===== config.mk =====
export PLATFORM = sky130hd
export DESIGN_NAME = fc_seq_ctrl
export DESIGN_NICKNAME = d
export VERILOG_FILES = /design/src/rtl/fc_seq_ctrl.sv
export SDC_FILE = /design/constraint.sdc
export NUM_CORES = 1
export LEC_CHECK = 0
export BUFFER_PORTS_ARGS = -buffer_cell sky130_fd_sc_hd__buf_2
export CAP_MARGIN = 0
export CORE_UTILIZATION = 40
export DETAILED_ROUTE_END_ITERATION = 10
export PLACE_DENSITY = 0.69
export SYNTH_ARGS = -nofsm -noshare
export SYNTH_HDL_FRONTEND = slang
export SYNTH_SLANG_ARGS = --single-unit

===== constraint.sdc =====
create_clock -name clk -period 2.54 [get_ports clk]
set_input_delay 0 -clock clk [delete_from_list [all_inputs] [get_ports clk]]
set_output_delay 0 -clock clk [all_outputs]
set_load 0.05 [all_outputs]

===== src/rtl/fc_seq_ctrl.sv =====
// fc_seq_ctrl: frame sequencer for the FC classifier path.
// On an accepted start it streams INPUT_NUM features from the feature buffer
// into fc_top. It then waits up to TIMEOUT cycles for the classification
// result, latches is_one, and reports done, or reports err on timeout.
// It owns the buffer read port while busy.
//
// Ports:
//   clk, rst          clock (rising edge), synchronous active-high reset
//   start, abort      frame request (accepted only when idle) / cancel
//   stall             pause buffer reads this cycle (shared BRAM port)
//   buf_rd_en         buffer read enable
//   buf_addr          buffer read address
//   buf_rd_data       buffer data, valid one cycle after buf_rd_en
//   feat_valid        feature strobe to fc_top
//   feat_data         feature to fc_top (signed)
//   sum_valid         result-valid from fc_top
//   is_one            class result from fc_top
//   busy              high while streaming or draining
//   done              one-cycle pulse at frame end (good frame or timeout)
//   err               sticky timeout flag, cleared by the next accepted start
//   result_is_one     is_one latched from the last good frame
//   frame_cnt         good-frame counter, wraps from 0xFFFF to 0
//   fc_clr            one-cycle pulse that resets the FC path
module fc_seq_ctrl #(
    parameter int INPUT_NUM = 3136,
    parameter int DATA_BITS = 8,
    parameter int ADDR_BITS = 12,
    parameter int TIMEOUT   = 64
) (
    input  logic                 clk,
    input  logic                 rst,
    input  logic                 start,
    input  logic                 abort,
    input  logic                 stall,
    output logic                 buf_rd_en,
    output logic [ADDR_BITS-1:0] buf_addr,
    input  logic [DATA_BITS-1:0] buf_rd_data,
    output logic                 feat_valid,
    output logic [DATA_BITS-1:0] feat_data,
    input  logic                 sum_valid,
    input  logic                 is_one,
    output logic                 busy,
    output logic                 done,
    output logic                 err,
    output logic                 result_is_one,
    output logic [15:0]          frame_cnt,
    output logic                 fc_clr
);

    localparam int TMO_BITS = (TIMEOUT > 1) ? $clog2(TIMEOUT) : 1;
    localparam logic [ADDR_BITS-1:0] LAST_ADDR = ADDR_BITS'(INPUT_NUM - 1);
    localparam logic [TMO_BITS-1:0]  TMO_LAST  = TMO_BITS'(TIMEOUT - 1);

    typedef enum logic [1:0] {
        S_IDLE,
        S_STREAM,
        S_DRAIN,
        S_DONE
    } state_t;

    state_t              state;
    state_t              state_nx;
    logic [TMO_BITS-1:0] tmo_cnt;
    logic                accept;
    logic                abort_hit;
    logic                sum_hit;
    logic                tmo_hit;
    logic                rd_last;

    always_comb begin
        state_nx  = state;
        accept    = 1'b0;
        abort_hit = 1'b0;
        sum_hit   = 1'b0;
        tmo_hit   = 1'b0;
        rd_last   = 1'b0;
        buf_rd_en = 1'b0;
        case (state)
            S_IDLE: begin
                if (start && !abort) begin
                    accept   = 1'b1;
                    state_nx = S_STREAM;
                end
            end
            S_STREAM: begin
                buf_rd_en = !stall;
                // The read of the last address is the final one of the frame.
                if (!stall && buf_addr == LAST_ADDR) begin
                    rd_last  = 1'b1;
                    state_nx = S_DRAIN;
                end
            end
            S_DRAIN: begin
                // A result arriving on the timeout cycle still counts as good.
                if (sum_valid) begin
                    sum_hit  = 1'b1;
                    state_nx = S_DONE;
                end else if (tmo_cnt == TMO_LAST) begin
                    tmo_hit  = 1'b1;
                    state_nx = S_DONE;
                end
            end
            S_DONE: begin
                state_nx = S_IDLE;
            end
            default: begin
                state_nx = S_IDLE;
            end
        endcase
        // Abort overrides every other outcome of an active frame.
        if (abort && state != S_IDLE) begin
            abort_hit = 1'b1;
            sum_hit   = 1'b0;
            tmo_hit   = 1'b0;
            state_nx  = S_IDLE;
        end
    end

    always_ff @(posedge clk) begin
        if (rst) begin
            state <= S_IDLE;
        end else begin
            state <= state_nx;
        end
    end

    always_ff @(posedge clk) begin
        if (rst) begin
            buf_addr      <= '0;
            feat_valid    <= 1'b0;
            tmo_cnt       <= '0;
            err           <= 1'b0;
            result_is_one <= 1'b0;
            frame_cnt     <= '0;
            fc_clr        <= 1'b0;
        end else begin
            fc_clr     <= abort_hit | tmo_hit;
            // A read issued in the abort cycle never reaches fc_top.
            feat_valid <= buf_rd_en & ~abort_hit;

            if (accept) begin
                buf_addr <= '0;
            end else if (buf_rd_en && !rd_last) begin
                buf_addr <= buf_addr + 1'b1;
            end

            if (rd_last) begin
                tmo_cnt <= '0;
            end else if (state == S_DRAIN) begin
                tmo_cnt <= tmo_cnt + 1'b1;
            end

            if (accept) begin
                err <= 1'b0;
            end else if (tmo_hit) begin
                err <= 1'b1;
            end

            if (sum_hit) begin
                result_is_one <= is_one;
                frame_cnt     <= frame_cnt + 16'd1;
            end
        end
    end

    // Buffer data is forwarded without a register; it is gated to zero
    // whenever there is no feature strobe.
    assign feat_data = feat_valid ? buf_rd_data : '0;
    assign busy      = (state == S_STREAM) || (state == S_DRAIN);
    assign done      = (state == S_DONE);

endmodule


; Word-level counts from Yosys, hierarchy flattened
; Cells that the tools add are included.
[classes]
add_sub_neg = 3
eq_ne = 8
mux = 19
bitwise_logic = 3
reduce_logical = 14
[ops]
columns = cell, count
row1 = $add A16 B1 Y16 const B, 1
row2 = $mux W1, 13
row3 = $add A12 B1 Y12 const B, 1
row4 = $eq A12 B12 Y1 const B, 1
row5 = $mux W2, 4
row6 = $mux W8, 1
row7 = $pmux W2 S4, 1
row8 = $add A6 B1 Y6 const B, 1
row9 = $eq A6 B6 Y1 const B, 1
row10 = $reduce_or A2 Y1, 3
row11 = $eq A2 B2 Y1 const B, 2
row12 = $logic_and A1 B1 Y1, 4
row13 = $ne A2 B2 Y1 const B, 2
row14 = $logic_not A1 Y1, 3
row15 = $ne A3 B3 Y1 const B, 1
row16 = $reduce_and A3 Y1, 1
row17 = $eq A2 B1 Y1 const B, 1
row18 = $logic_not A2 Y1, 1
row19 = $reduce_bool A2 Y1, 1
row20 = $and A1 B1 Y1, 1
row21 = $logic_or A1 B1 Y1, 1
row22 = $not A1 Y1, 1
row23 = $or A1 B1 Y1, 1
[word_totals]
register_bits = 40
input_bits = 15
out_inout_bits = 43
word_cells = 55

; Logic depth before layout (Yosys ltp)
; Gate-level depths: netlist of the first run.
[logic_depth]
word_depth = 6
mapped_depth = 8
depth_no_buf = 6

; Worst setup path after synthesis of the first run
; No wires, ideal clock.
[synth_path]
path_type = register -> register
from = register buf_addr[0]
to = register state[0]
setup_ns = 0.072
arrival_time_ns = 1.936
required_ns = 2.468
slack_ns = 0.532
stages_incl_launch_ff = 6
n_path_buf = 0
synth_period_minus_slack_ns = 2.008
path_cell_list = dfxtp_1 -> ha_1 -> and4_1 -> nand4_1 -> a221oi_2 -> mux2i_1
[synth_between]
elab_chain_len = 4
[synth_lines]
columns = item, line
row1 = from (decl), 36  ; output logic [ADDR_BITS-1:0] buf_addr,
row2 = from (signal assigned), 144  ; buf_addr <= buf_addr + 1'b1;
row3 = $eq A12 B12 Y1, 88  ; if (!stall && buf_addr == LAST_ADDR) begin
row4 = $logic_and A1 B1 Y1, 88
row5 = $ne A2 B2 Y1 (no line), -
row6 = $reduce_and A3 Y1 (no line), -
row7 = to (signal assigned), 123  ; state <= state_nx;
row8 = to (decl), 61  ; state_t state;
; Every way passes these cells.
; A chain may end at the register's enable or synchronous reset.

; Final worst setup path of the first run
[layout_path]
from = register state[0]
to = register frame_cnt[13]
[layout_between]
elab_chain_len = 3
word_cells_on_any_way = 5
cone_classes = eq/ne: 1 / mux: 2 / reduce/logical: 2
[layout_lines]
columns = item, line
row1 = $eq A2 B2 Y1 / $reduce_bool A2 Y1 (equally long branches), "78, 111"
row2 = $mux W1 / $logic_and A1 B1 Y1 (equally long branches), "78, 111"
row3 = $mux W1 (*), 111  ; if (abort && state != S_IDLE) begin
row4 = to (signal assigned), 161  ; frame_cnt <= frame_cnt + 16'd1;
row5 = to (decl), 46  ; output logic [15:0] frame_cnt,
; Every way passes the cells marked *; elsewhere a longest branch is shown, timed or not.

==> results of run 1 <==
-- metal layers --
layer,track usage [%],vias up,part of all wire [%]
met5,0,-,0
met4,6.10,0,1.3
met3,5.56,6,5.8
met2,27.5,41,43
met1,21.8,844,50
li1,-,955,-
-- final cells by class --
| type | count | area, um2 |
|---|---|---|
| clock inverters | 1 | 7.51 |
| repair buffers | 58 | 295 |
| clock buffers | 7 | 86.3 |
| well taps | 67 | 83.8 |
| flip-flops and latches | 40 | 801 |
| fillers | 469 | 2330 |
| multi-input cells | 177 | 1130 |
| inverters | 6 | 22.5 |
-- metrics by stage --
stage / cells / power (W)
4_1_cts: 356 / 0.00149
3_5_place_dp: 347 / 0.00105
6_report: 356 / 0.00148
5_1_grt: 356 / 0.00155
3_3_place_gp: 347 / 0.00105
2_1_floorplan: 231 / 0.000981
-- worst reg2reg max path, cell delays in order, from the launching register on --
cell	delay [ns]
dfxtp_1	0.35
inv_1	0.12
ha_1	0.35
and2_4	0.23
nand4_1	0.34
or4_1	0.61
a21oi_1	0.14
-- flip-flops by register name (all words and copies together), names as in the netlist --
name / cells
fc_clr: 1
buf_addr: 12
frame_cnt: 16
state: 2
result_is_one: 1
tmo_cnt: 6
feat_valid: 1
err: 1
-- power by group through the flow --
stage / logic [W] / registers (W) / clock network [W]
6_report: 0.000364 / 0.000675 / 0.000439
5_1_grt: 0.000399 / 0.000678 / 0.000478
4_1_cts: 0.000366 / 0.000674 / 0.000454
3_5_place_dp: 0.000364 / 0.000689 / 0
3_3_place_gp: 0.000360 / 0.000687 / 0
2_1_floorplan: 0.000267 / 0.000714 / 0
-- synthesized netlist by cell type, types with 3 or more instances --
cell type / number / area [um2]
dfxtp_1: 40 / 801
nor2_1: 20 / 75.1
a21oi_1: 19 / 95.1
nand2_1: 17 / 63.8
o21ai_0: 12 / 60.1
and2_1: 10 / 62.6
nand3_1: 10 / 50.1
nand4_1: 10 / 62.6
or3_1: 9 / 56.3
ha_1: 8 / 100
o31ai_1: 8 / 60.1
or4_1: 8 / 60.1
xor2_1: 7 / 61.3
inv_1: 6 / 22.5
and4_1: 5 / 43.8
clkbuf_1: 5 / 18.8
mux2i_1: 5 / 50.1
xnor2_1: 5 / 43.8
nor3_1: 3 / 15.0
-- path summary, 6_finish.rpt --
path | slack [ns] | from | depth (start not counted) | end
worst max-delay path | 0.35 | state[0]$_SDFFE_PP0P_ | 6 | frame_cnt[13]$_SDFFE_PP0P_
worst min-delay path | 0.09 | sum_valid | 4 | fc_clr$_SDFF_PP0_
worst max register to register | 0.35 | state[0]$_SDFFE_PP0P_ | 6 | frame_cnt[13]$_SDFFE_PP0P_
worst min register to register | 0.49 | result_is_one$_SDFFE_PP0P_ | 2 | result_is_one$_SDFFE_PP0P_
-- what timing repair did --
action,4_1_cts,5_1_grt
hold buffers,1,0
setup endpoints to repair,0,0
buffers inserted,0,0
hold endpoints to repair,1,0
-- cells by family (layout without fill, tap and decap cells) --
family                   after synthesis  count (layout)  synth area share [%]
AO/OA/AOI/OAI                         46              46                  13.8
XOR/XNOR                              12              12                  5.28
adder cells (fa/ha/maj)                8               8                  5.03
buffers and inverters                 14              72                  3.14
flip-flops                            40              40                  40.3
multiplexers                           5               5                  2.52
AND/OR/NAND/NOR                      106             106                  29.9
==> results.cfg, run 1 <==
[drt]
dr.pass1.iters = 4
vias_per_cell = 5.19
via_count = 1846
wl_mm = 4.40
final_antenna_net_count = 0
drt_iter0_markers = 97
wire_per_inst_um = 12.4
drcViolationCount = 0

[worst_setup_path]
cp_top_family = simple AND/OR/NAND/NOR gates
crit_type = reg2reg
critPathBufInv = 1
cp-end-kind = flop
crit_fanout = 11
path_cells = inv_1, ha_1, and2_4, nand4_1, or4_1, a21oi_1
slowest_stage = or4_1
cp.arrival_ns = 2.42
startpoint_type = flop
max_stage_delay_ns = 0.61
crit_required_ns = 2.77

[pwr]
switchingPower_w = 0.000497
pwr-share-seq_pct = 45.6
vdd_ir_drop_max_mv = 0.459
p_clk_share_pct = 29.7
combPwrFrac_pct = 24.6
cellInternalPower_w = 0.000982
power_density_nw_per_um2 = 610
cellLeakagePower_nw = 0.992
p_sw_share_pct = 33.6

[floorplanning]
core-area_um2 = 4750
io_pins = 58
start_util_pct = 41.8
fp.dieH_um = 72.5
rows = 25
dieArea_um2 = 5260
die_w_um = 72.5

[placed_design]
pre_cts_slack_ns = 0.374
dp.final_hpwl_mm = 3.13
post_dp_cell_area_um2 = 2320
place.gp.congestion = 0.753
port_buffers = 57

[clocking]
tritoncts = yes
clock_sinks = 40
h-tree-depth = 2
cts_buffers = 5
cts.path.max_buffers = 2
clock_latency_ns = 0.30
clk_pin_slew_ns = 0.08
clock-root-buffer = clkbuf_8
postCtsResizedCells = 0

[run]
max-cap-violations = 0

[synth]
async_flop_share_pct = 0
yosysWarnings = 0
yosys_most_used_dff = dfxtp_1
syn_area_um2 = 1990
synthCells = 231
synth_seq_cells = 40
syn_nets = 254
avgSynthCellArea_um2 = 8.61
synth-edff-count = 0
synth_cell_type_count = 39
seq_area_frac_synth_pct = 40.3

[sta]
finalSetupViolations = 0
fin_crit_ns = 2.19
rsz0062_at_grt = false
hold_viol_final = 0
finalMaxSlewViolations = 0
period_share_pct = 86.2
setup-tns-final_ns = 0
whs_ns = 0.0851
fmax_mhz = 456
slew_headroom_pct = 63.2
tightest_slew_ns = 0.552
fin_skew_ns = 0.00769
fin_ws_ns = 0.349

[cells_and_area]
utilization_pct = 50.9
insertedDiodeCount = 0
final_common_cell = buf_2
drive_gt1_share_pct = 23.5
area.growth.synth_to_final_pct = 21.8
layout_common_cells = buf_2, dfxtp_1, nor2_1
finalNetCount = 311
final_area_um2 = 2420

[global_route]
grt_pass1_vias = 1551
grt_pass1_wl_mm = 7.03
track_usage_pct = 17.2
grt_max_degree = 26
grt_antenna_before_repair = 0
overflow = 0

[status]
status = finished clean

[worst_hold_path]
hold_path_class = in2reg
Power figures use the tool's default switching activity.
==> run 2, diff against run 1 <==
CELL_PAD_IN_SITES_DETAIL_PLACEMENT = 0   (was default)
CELL_PAD_IN_SITES_GLOBAL_PLACEMENT = 1   (was default)
CORE_UTILIZATION = 37   (was 40)
PLACE_DENSITY = 0.83   (was 0.69)
==> run 2 against run 1 <==
Critical endpoint is now frame_cnt[15]$_SDFFE_PP0P_. Highest routed layer unchanged. Register-to-register slack improved by 0.14 ns. Non-clock buffer count increased by 1. Cell count increased by 0.84%. Total power increased by 0.75%. Count of clock-buffer cells in the layout unchanged. Utilization decreased by 3.6 points. Sequential share of layout area decreased by 0.19 points. Final area increased by 0.57%. Critical path type unchanged.
==> results.cfg, run 2 (synthesis results as in run 1) <==
[status]
status = finished clean

[pwr]
cellInternalPower_w = 0.00100
vdd_ir_drop_max_mv = 0.504
switchingPower_w = 0.000486
power_density_nw_per_um2 = 611
pwr-share-seq_pct = 45.2
p_sw_share_pct = 32.6
combPwrFrac_pct = 24.6
p_clk_share_pct = 30.2
cellLeakagePower_nw = 1.00

[cells_and_area]
top_register = frame_cnt
finalNetCount = 312
final_common_cell = buf_2
fin_cells = 359
area.growth.synth_to_final_pct = 22.5
largest_reg_flops = 16
layout_common_cells = buf_2, dfxtp_1, nor2_1
drive_gt1_share_pct = 23.9
top_regs = frame_cnt (16), buf_addr (12), tmo_cnt (6)
insertedDiodeCount = 0

[worst_hold_path]
hp-start = sum_valid
hold_path_class = in2reg
min_path_cells = 4
hold_end = fc_clr$_SDFF_PP0_

[sta]
hold_viol_final = 0
finalSetupViolations = 0
fin_crit_ns = 2.05
finalMaxSlewViolations = 0
period_share_pct = 80.7
slew_headroom_pct = 62.7
fmax_mhz = 488
setup-tns-final_ns = 0
tightest_slew_ns = 0.559
fin_skew_ns = 0.00284
rsz0062_at_grt = false

[drt]
drt_iter0_markers = 63
drcViolationCount = 0
wire_per_inst_um = 12.7
dr_wl_met3_um = 193
via_count = 1837
final_antenna_net_count = 0
dr.pass1.iters = 4
wl_mm = 4.56
vias_per_cell = 5.12
route.met2.wl_mm = 2.05
wl_met1_mm = 2.30
top_layer = met4

[clocking]
clock-root-buffer = clkbuf_8
cts.path.max_buffers = 2
postCtsSetupRepairBufs = 0
cts_buffers = 5
postCtsResizedCells = 0
clock_latency_ns = 0.28
clk_pin_slew_ns = 0.07
tritoncts = yes
h-tree-depth = 2
clock_sinks = 40

[floorplanning]
dieArea_um2 = 5670
start_util_pct = 38.7
rows = 26
fp.dieH_um = 75.3
core-area_um2 = 5140
io_pins = 58
die_w_um = 75.3

[placed_design]
dp_cells = 351
port_buffers = 57
dp.final_hpwl_mm = 3.36
place.gp.congestion = 0.782

[global_route]
track_usage_pct = 16.6
grt_pass1_vias = 1629
grt_pass1_wl_mm = 7.26
grt_max_degree = 26
grt_antenna_before_repair = 0
overflow = 0

[worst_setup_path]
cp.arrival_ns = 2.26
rrSetupSlack_ns = 0.49
startpoint_type = flop
crit_type = reg2reg
cp-end-kind = flop
r2r_cells = 6
crit_fanout = 9
rr_endpoint = frame_cnt[15]$_SDFFE_PP0P_
crit_required_ns = 2.75
timing.rr.start = state[0]$_SDFFE_PP0P_

[run]
max-cap-violations = 0
[run 2: cell count changes in the layout (fill, tap and decap cells not counted)]
cell	previous run	this run
clkbuf_8	6	7
clkinvlp_4	1	0
buf_4	0	1
clkbuf_1	1	0
[run 2: power groups by stage]
stage          combinational (W)  sequential [W]  clock [W]
2_1_floorplan           0.000267        0.000714          0
3_3_place_gp            0.000363        0.000686          0
3_5_place_dp            0.000368        0.000688          0
4_1_cts                 0.000370        0.000673   0.000470
5_1_grt                 0.000400        0.000678   0.000492
6_report                0.000367        0.000674   0.000449
[run 2: metal layers]
| metal | up-vias | GRT usage (%) |
|---|---|---|
| li1 | 958 | - |
| met1 | 841 | 21.6 |
| met2 | 36 | 27.6 |
| met3 | 2 | 4.37 |
| met4 | 0 | 4.32 |
| met5 | - | 0 |
[run 2: area by class of cell]
class | count | area [um2]
Inverter | 6 | 22.5
Tap cell | 70 | 87.6
Timing Repair Buffer | 59 | 303
Fill cell | 531 | 2700
Clock buffer | 7 | 96.3
Sequential cell | 40 | 801
Multi-Input combinational cell | 177 | 1130
[run 2: worst max-delay path by stage]
| stage | start | to | cells past startpoint |
|---|---|---|---|
| finish | state[0]$_SDFFE_PP0P_ | frame_cnt[15]$_SDFFE_PP0P_ | 6 |
| global route | state[0]$_SDFFE_PP0P_ | frame_cnt[14]$_SDFFE_PP0P_ | 6 |
| CTS | state[0]$_SDFFE_PP0P_ | frame_cnt[15]$_SDFFE_PP0P_ | 6 |
| detailed placement | state[0]$_SDFFE_PP0P_ | frame_cnt[15]$_SDFFE_PP0P_ | 6 |
| global placement | state[0]$_SDFFE_PP0P_ | frame_cnt[7]$_SDFFE_PP0P_ | 7 |
| floorplan | buf_addr[0]$_SDFFE_PP0P_ | state[0]$_SDFFE_PP0P_ | 5 |
[run 2: stage by stage]
step	total power, W	setup slack [ns]	util, %	hold slack [ns]	cell area, um2
final	0.00149	0.490	47.4	0.0711	2440
after CTS	0.00151	0.510	47.4	0.0653	2440
after global routing	0.00157	0.335	47.4	0.0778	2440
after floorplan	0.000981	0.532	-	0.136	1990
after global placement	0.00105	0.629	45.3	0.243	2330
after detailed placement	0.00106	0.530	45.3	0.248	2330
[run 2: critical path, stage by stage (launching register included)]
cell and delay [ns]:
dfxtp_1 0.34, inv_1 0.12, ha_1 0.37, and2_4 0.23, nand4_1 0.19, or4_1 0.56, a21oi_1 0.17
[run 2: timing repair]
item / in CTS / in global routing
endpoints found under the setup margin: 0 / 0
hold endpoints to repair: 1 / 0
hold buffers: 1 / 0
==> run 3, diff against run 2 <==
CORE_UTILIZATION = 34   (was 37)
PLACE_DENSITY = 0.81   (was 0.83)
clock period = 1.7 ns   (was 2.54 ns; I/O delays follow)
==> run 3 against run 2 <==
First-iteration DRC count grew 41%. Register-to-register slack got worse by 0.47 ns. Final area increased by 16%.
==> results.cfg, run 3 (synthesis results as in run 1) <==
[status]
status = finished clean

[placed_design]
dp.final_hpwl_mm = 3.81
port_buffers = 57
place.gp.congestion = 0.785

[drt]
final_antenna_net_count = 0
wl_mm = 5.12
vias_per_cell = 5.13
drcViolationCount = 0
via_count = 2042
dr.pass1.iters = 4
wire_per_inst_um = 12.9
drt_iter0_markers = 89

[worst_setup_path]
crit_fanout = 6
max_stage_delay_ns = 0.37
cp-end-kind = flop
slowest_stage = dfxtp_4
cp.arrival_ns = 1.90
path_cells = ha_1, and3_1, nand4_1, buf_4, or3_1, a21oi_1
crit_required_ns = 1.92
crit_type = reg2reg
startpoint_type = flop

[floorplanning]
io_pins = 58
rows = 27
die_w_um = 78.5
core-area_um2 = 5570
fp.dieH_um = 78.5
start_util_pct = 35.7
dieArea_um2 = 6160

[sta]
period_share_pct = 98.5
setup-tns-final_ns = 0
whs_ns = 0.0652
fmax_mhz = 597
rsz0062_at_grt = true
fin_skew_ns = 0.00925
finalMaxSlewViolations = 0
fin_crit_ns = 1.67
tightest_slew_ns = 0.489
slew_headroom_pct = 67.4
hold_viol_final = 0
finalSetupViolations = 0

[cells_and_area]
area.growth.synth_to_final_pct = 42.6
top_regs = frame_cnt (16), buf_addr (12), tmo_cnt (6)
largest_reg_flops = 16
drive_gt1_share_pct = 43.3
final_common_cell = buf_2
finalNetCount = 349
layout_common_cells = buf_2, buf_4, dfxtp_1
top_register = frame_cnt
insertedDiodeCount = 0

[global_route]
overflow = 0
grt_pass1_wl_mm = 8.32
grt_max_degree = 26
grt_pass1_vias = 1885
track_usage_pct = 17.2
grt_use_met1_pct = 20.9
met2_usage_pct = 29.6
grtUsageMet3_pct = 3.60
grt_antenna_before_repair = 0
busiest_layer = met2

[clocking]
clk_pin_slew_ns = 0.08
clock_sinks = 40
clock-root-buffer = clkbuf_8
cts.path.max_buffers = 2
cts_buffers = 5
h-tree-depth = 2
tritoncts = yes
clock_latency_ns = 0.29

[run]
max-cap-violations = 0

[pwr]
vdd_ir_drop_max_mv = 0.819
power_density_nw_per_um2 = 833
finalPower_w = 0.00236
cellLeakagePower_nw = 1.20

[worst_hold_path]
hold_path_class = in2reg
[run 3: what timing repair did]
action,4_1_cts,5_1_grt
pin swaps,4,16
hold buffers,1,0
gates resized for setup,6,9
hold endpoints to repair,1,0
setup buffers,3,2
endpoints found under the setup margin,18,18
[run 3: final cells by class]
class                   count  area, um2
clock buffers               6       72.6
clock inverters             1       5.00
fillers                   552       2740
inverters                   6       25.0
multi-input cells         177       1220
flip-flops and latches     40        835
well taps                  72       90.1
repair buffers             96        584
[run 3: power breakdown]
group	switching [W]	leakage (nW)	internal, W
registers	0.0000333	0.333	0.000973
logic	0.000447	0.821	0.000298
clock network	0.000333	0.0410	0.000280
total	0.000813	1.20	0.00155
[run 3: final timing paths]
kind                                      to  slack, ns                        from  cells after the start
hold reg to reg   result_is_one$_SDFFE_PP0P_       0.48  result_is_one$_SDFFE_PP0P_                      2
setup reg to reg   frame_cnt[8]$_SDFFE_PP0P_       0.03   frame_cnt[0]$_SDFFE_PP0P_                      6
setup / recovery   frame_cnt[8]$_SDFFE_PP0P_       0.03   frame_cnt[0]$_SDFFE_PP0P_                      6
hold / removal             fc_clr$_SDFF_PP0_       0.07                   sum_valid                      4
[run 3: per-stage QoR]
step	instances	setup slack [ns]	util, %	instance area (um2)
3_5_place_dp	385	-0.0753	47.5	2650
6_report	398	0.0254	50.9	2840
2_1_floorplan	231	-0.0285	-	2070
5_1_grt	398	-0.0418	50.9	2840
3_3_place_gp	385	-0.0583	47.5	2650
4_1_cts	396	0.00731	50.0	2790
[run 3: worst max-delay path, delay by kind of cell, from the launching register on]
family | cells | cell delay, ns
flip-flops | 1 | 0.37
AND/OR/NAND/NOR | 3 | 0.71
adder cells (fa/ha/maj) | 1 | 0.18
buffers and inverters | 1 | 0.24
AO/OA/AOI/OAI | 1 | 0.12
[run 3: routing by layer]
metal | wire (um) | up-vias
met3 | 207 | 5
li1 | - | 1036
met1 | 2410 | 951
met4 | 59 | 0
met5 | 0 | -
met2 | 2430 | 50
